<file path="config.mk">
export PLATFORM = sky130hd
export DESIGN_NAME = stream_demux_w_id
export DESIGN_NICKNAME = d
export VERILOG_FILES = /design/src/rtl/stream_demux_w_id.sv
export SDC_FILE = /design/constraint.sdc
export NUM_CORES = 1
export LEC_CHECK = 0
export BUFFER_PORTS_ARGS = -buffer_cell sky130_fd_sc_hd__buf_2
export CORE_ASPECT_RATIO = 0.5
export CORE_MARGIN = 4
export CORE_UTILIZATION = 40
export CTS_BUF_LIST = sky130_fd_sc_hd__clkbuf_8
export DETAILED_ROUTE_END_ITERATION = 7
export PLACE_DENSITY = 0.68
export SKIP_LAST_GASP = 1
export SYNTH_ARGS = -nofsm -noshare
export SYNTH_HDL_FRONTEND = slang
export SYNTH_SLANG_ARGS = --single-unit
</file>
<file path="constraint.sdc">
create_clock -name clk -period 3.35 [get_ports clk]
set_input_delay 0 -clock clk [delete_from_list [all_inputs] [get_ports clk]]
set_output_delay 0 -clock clk [all_outputs]
set_load 0.005 [all_outputs]
</file>
<file path="src/rtl/stream_demux_w_id.sv">
// stream_demux_w_id: steers packets from one merged stream to the output port
// selected by the head beat's id. The route stays locked for the whole packet.
// Packets whose id is out of range are discarded and counted in a saturating
// counter. All outputs come from a single registered hold stage that sustains
// one beat per cycle.
module stream_demux_w_id #(
  parameter int T_DATA_WIDTH   = 4,
  parameter int T_QOS__WIDTH   = 2,
  parameter int STREAM_COUNT   = 3,
  parameter int T_ID___WIDTH   = $clog2(STREAM_COUNT),
  parameter int DROP_CNT_WIDTH = 8
) (
  input  logic                      clk,
  input  logic                      rst_n,
  input  logic [T_DATA_WIDTH-1:0]   s_data_in,
  input  logic [T_QOS__WIDTH-1:0]   s_qos_in,
  input  logic [T_ID___WIDTH-1:0]   s_id_in,
  input  logic                      s_last_in,
  input  logic                      s_valid_in,
  output logic                      s_ready_out,
  output logic [T_DATA_WIDTH-1:0]   m_data_out [STREAM_COUNT],
  output logic [T_QOS__WIDTH-1:0]   m_qos_out  [STREAM_COUNT],
  output logic [STREAM_COUNT-1:0]   m_last_out,
  output logic [STREAM_COUNT-1:0]   m_valid_out,
  input  logic [STREAM_COUNT-1:0]   m_ready_in,
  output logic [DROP_CNT_WIDTH-1:0] drop_count_out
);

  typedef enum logic [1:0] {
    ST_FIRST = 2'd0,
    ST_BODY  = 2'd1,
    ST_DROP  = 2'd2
  } state_t;

  // One extra bit so the limit itself is representable when STREAM_COUNT is a power of two.
  localparam logic [T_ID___WIDTH:0] ID_LIMIT = (T_ID___WIDTH + 1)'(STREAM_COUNT);

  state_t                    state_reg;
  logic [T_ID___WIDTH-1:0]   route_dest_reg;
  logic [DROP_CNT_WIDTH-1:0] drop_count_reg;

  logic [T_DATA_WIDTH-1:0]   hold_data_reg;
  logic [T_QOS__WIDTH-1:0]   hold_qos_reg;
  logic                      hold_last_reg;
  logic [T_ID___WIDTH-1:0]   hold_dest_reg;
  logic                      hold_valid_reg;

  logic                      id_valid;
  logic                      pipe_ready;
  logic                      head_drop;
  logic                      accept;
  logic                      routed_accept;
  logic                      drain;
  logic [T_ID___WIDTH-1:0]   load_dest;

  assign id_valid   = ({1'b0, s_id_in} < ID_LIMIT);
  assign pipe_ready = !hold_valid_reg || m_ready_in[hold_dest_reg];
  assign drain      = hold_valid_reg && m_ready_in[hold_dest_reg];

  // A head with a bad id is swallowed immediately, so it must not wait on a stalled output.
  assign head_drop   = (state_reg == ST_FIRST) && s_valid_in && !id_valid;
  assign s_ready_out = (state_reg == ST_DROP) || head_drop || pipe_ready;
  assign accept      = s_valid_in && s_ready_out;

  assign routed_accept = accept &&
                         (((state_reg == ST_FIRST) && id_valid) || (state_reg == ST_BODY));
  assign load_dest     = (state_reg == ST_FIRST) ? s_id_in : route_dest_reg;

  // Packet-level FSM: route lock, drop tracking and the saturating drop counter.
  always_ff @(posedge clk or negedge rst_n) begin
    if (!rst_n) begin
      state_reg      <= ST_FIRST;
      route_dest_reg <= '0;
      drop_count_reg <= '0;
    end else begin
      case (state_reg)
        ST_FIRST: begin
          if (accept) begin
            if (id_valid) begin
              route_dest_reg <= s_id_in;
              if (!s_last_in) state_reg <= ST_BODY;
            end else begin
              if (drop_count_reg != '1) drop_count_reg <= drop_count_reg + 1'b1;
              if (!s_last_in) state_reg <= ST_DROP;
            end
          end
        end
        ST_BODY, ST_DROP: begin
          if (accept && s_last_in) state_reg <= ST_FIRST;
        end
        default: state_reg <= ST_FIRST;
      endcase
    end
  end

  // Output hold stage: load on a routed beat, otherwise empty once the beat is taken.
  always_ff @(posedge clk or negedge rst_n) begin
    if (!rst_n) begin
      hold_data_reg  <= '0;
      hold_qos_reg   <= '0;
      hold_last_reg  <= 1'b0;
      hold_dest_reg  <= '0;
      hold_valid_reg <= 1'b0;
    end else if (routed_accept) begin
      hold_data_reg  <= s_data_in;
      hold_qos_reg   <= s_qos_in;
      hold_last_reg  <= s_last_in;
      hold_dest_reg  <= load_dest;
      hold_valid_reg <= 1'b1;
    end else if (drain) begin
      hold_valid_reg <= 1'b0;
    end
  end

  assign drop_count_out = drop_count_reg;

  // Payload is broadcast; only the valid of the selected port is raised.
  generate
    for (genvar gi = 0; gi < STREAM_COUNT; gi++) begin : g_port
      assign m_data_out[gi]  = hold_data_reg;
      assign m_qos_out[gi]   = hold_qos_reg;
      assign m_last_out[gi]  = hold_last_reg;
      assign m_valid_out[gi] = hold_valid_reg && (hold_dest_reg == T_ID___WIDTH'(gi));
    end
  endgenerate

endmodule

</file>
==> metrics <==
via count 873; DRC 0; CP max-delay cell o21a_1; Tot Pwr 1.289 mW; initial core utilization 44.71%; storage element area 550.5 um^2; # Post-CTS Setup Buffers 0; Clock Tree Buf Depth 2; R2R setup slack 1.25 ns; commonest cells after routing, fill and taps aside buf_2 (47), dfrtp_1 (22), mux2_4 (9); routability-driven placement congestion ratio 0.9256; initial antenna violation count 0; worst r2r src hold_dest_reg[1]$_DFFE_PN0P_; CP delay by family, top compound AO/OA/AOI/OAI gates; Fin. Hold Viols 0; dpl cells 173; CTS tree done; antenna-violating nets left 0; core area 0.002781 mm^2; Largest register FFs 8; Crit Path Class reg -> reg; number of synthesized flops with an enable pin 0; Crit path buffers/inverters 0; Non-Filler Instances 183; Die Wd 86.86 um; nets 167; first-pass GRT wire length 3788 um; Worst Path Max Fanout 10; CP Capture Type flop; clock insertion delay at the later pin of the skew report 0.25 ns; CP Launch Type flop; commonest non-fill, non-tap cell in the layout buf_2; Clock Skews 0.002527 ns; hold endpoint hold_last_reg$_DFFE_PN0P_; Final Max Slew Viols 0; outcome finished, final reports clean; Mapped Cells 106; gr ovfl total 0; Root Driver clkbuf_8; DP Wirelength 1759 um; Max-cap violations 0; Leak 0.7774 nW; wire length per cell 12.64 um; synthesis-to-finish area growth 21.23%; Worst Hold Class in -> reg; Die Y 47.43 um; Reg clk slew, reported paths 0.07 ns; CP arrival 2.24 ns; Worst Hold Launch s_last_in; ordered list of cells on the worst path mux2i_1 > o2111ai_2 > a21oi_2 > o21a_1 > mux2_4; area of the die 0.004120 mm^2; Max VDD drop 0.3847 mV; # setup viols final 0; top_reg_cell synth dfrtp_1; multi-input logic area 553.0 um^2; sequential element share of the synthesized area 44.27%; H-Tree Depth 1; Syn Area/Cell 11.73 um^2; Max stage delay on crit path 0.53 ns; Sink Count 22; Yosys cell types 34; post-detailed-routing wire length 2314 um; # rows 13; largest net degree at the start of global routing 23; Synth warnings 0; syn nets 125; I/O pins 48; final worst-path cycle share 62.58%; GRT Total Usage 11.71%; pwr/cell area 855.2 mW/mm^2; vias in the first global route 845; ys async rst share 100.0%; clock buffer count from CTS 3; share of cells above drive strength 1 45.89%; Max Clock Freq 0.4770 GHz; Worst Reg-to-Reg Cells 5; Syn Std Cell Area 0.001244 mm^2; Synth Register Bits 22; Slew @ Worst Pin 0.6089 ns; slew margin rel. 59.41%; Starting DRT DRC Count 20; FF-to-FF End hold_data_reg[2]$_DFFE_PN0P_; min cycle time layout 2.097 ns; worst path required time 3.49 ns; I/O Buffers 47; First-pass DRT Iterations 4; setup_tns 0 ns; fillers 254; vias per inst 4.770; Hold Path Cell Cnt 2; unrepaired setup endpoints after global routing false; ant diodes 0
-- routing by layer --
metal	part of all wire, %	GRT usage (%)	up-vias
li1	-	-	439
met1	48	15.53	402
met2	43	19.61	30
met3	7.7	3.780	2
met4	0.82	1.863	0
met5	0	0	-
-- through the flow --
stage                     setup slack [ns]  util (%)  cell area, um^2  hold WS, ns
after floorplan                      1.555         -             1244      -0.2956
after global placement               1.252     50.20             1396     0.003577
after detailed placement             1.222     50.20             1396    -0.002842
after CTS                            1.212     54.21             1508      0.01043
after global routing                 1.092     54.21             1508     0.008900
final                                1.253     54.21             1508      0.01441
-- what timing repair did --
item / 4_1_cts / 5_1_grt
gates resized for setup: 0 / 0
hold buffers: 7 / 0
endpoints found under the hold margin: 28 / 0
-- how the worst max path moves through the flow --
stage	from	end	slack, ns	depth (start not counted)
4_1_cts	hold_dest_reg[1]$_DFFE_PN0P_	hold_data_reg[0]$_DFFE_PN0P_	1.21	5
3_3_place_gp	hold_dest_reg[1]$_DFFE_PN0P_	hold_data_reg[0]$_DFFE_PN0P_	1.25	5
3_5_place_dp	hold_dest_reg[1]$_DFFE_PN0P_	hold_last_reg$_DFFE_PN0P_	1.22	5
6_report	hold_dest_reg[1]$_DFFE_PN0P_	hold_data_reg[2]$_DFFE_PN0P_	1.25	5
5_1_grt	state_reg[1]$_DFFE_PN0P_	drop_count_out[7]$_DFFE_PN0P_	1.09	7
2_1_floorplan	state_reg[1]$_DFFE_PN0P_	drop_count_out[7]$_DFFE_PN0P_	1.56	8
-- final cells by class --
type	count	share of cell area [%]
Multi-Input combinational cell	64	36.68
Inverter	3	0.7469
Clock buffer	3	2.739
Sequential cell	22	36.51
Timing Repair Buffer	54	20.25
Tap cell	37	3.071
-- report_power, final --
| group | switching, mW | total (mW) | internal, mW |
|---|---|---|---|
| Sequential | 0.110 | 0.488 | 0.378 |
| Combinational | 0.270 | 0.645 | 0.376 |
| Clock | 0.0758 | 0.156 | 0.0800 |
| Total | 0.455 | 1.29 | 0.834 |
-- cell families after synthesis --
family	Yosys count	share of synthesized area (%)
AND/OR/NAND/NOR	27	11.77
AO/OA/AOI/OAI	13	9.356
adder cells (fa/ha/maj)	4	4.024
multiplexers	13	14.39
buffers and inverters	20	11.27
XOR/XNOR	7	4.930
flip-flops	22	44.27
-- synthesized netlist by cell type, drive strengths merged, types with 2 or more instances --
cell type  count  area share (%)
inv            3            0.91
nand4          2             1.5
nand2          8             2.4
o211ai         2             1.2
nand3          4             1.6
mux2          12              14
nor2           4             1.2
xor2           3             2.1
xnor2          4             2.8
and3b          2             1.4
o22a           2             1.4
ha             4             4.0
a21oi          2             1.1
dfrtp         22              44
buf           17              10
o22ai          2             1.0
Note: power is estimated with default switching activity, not from simulation.
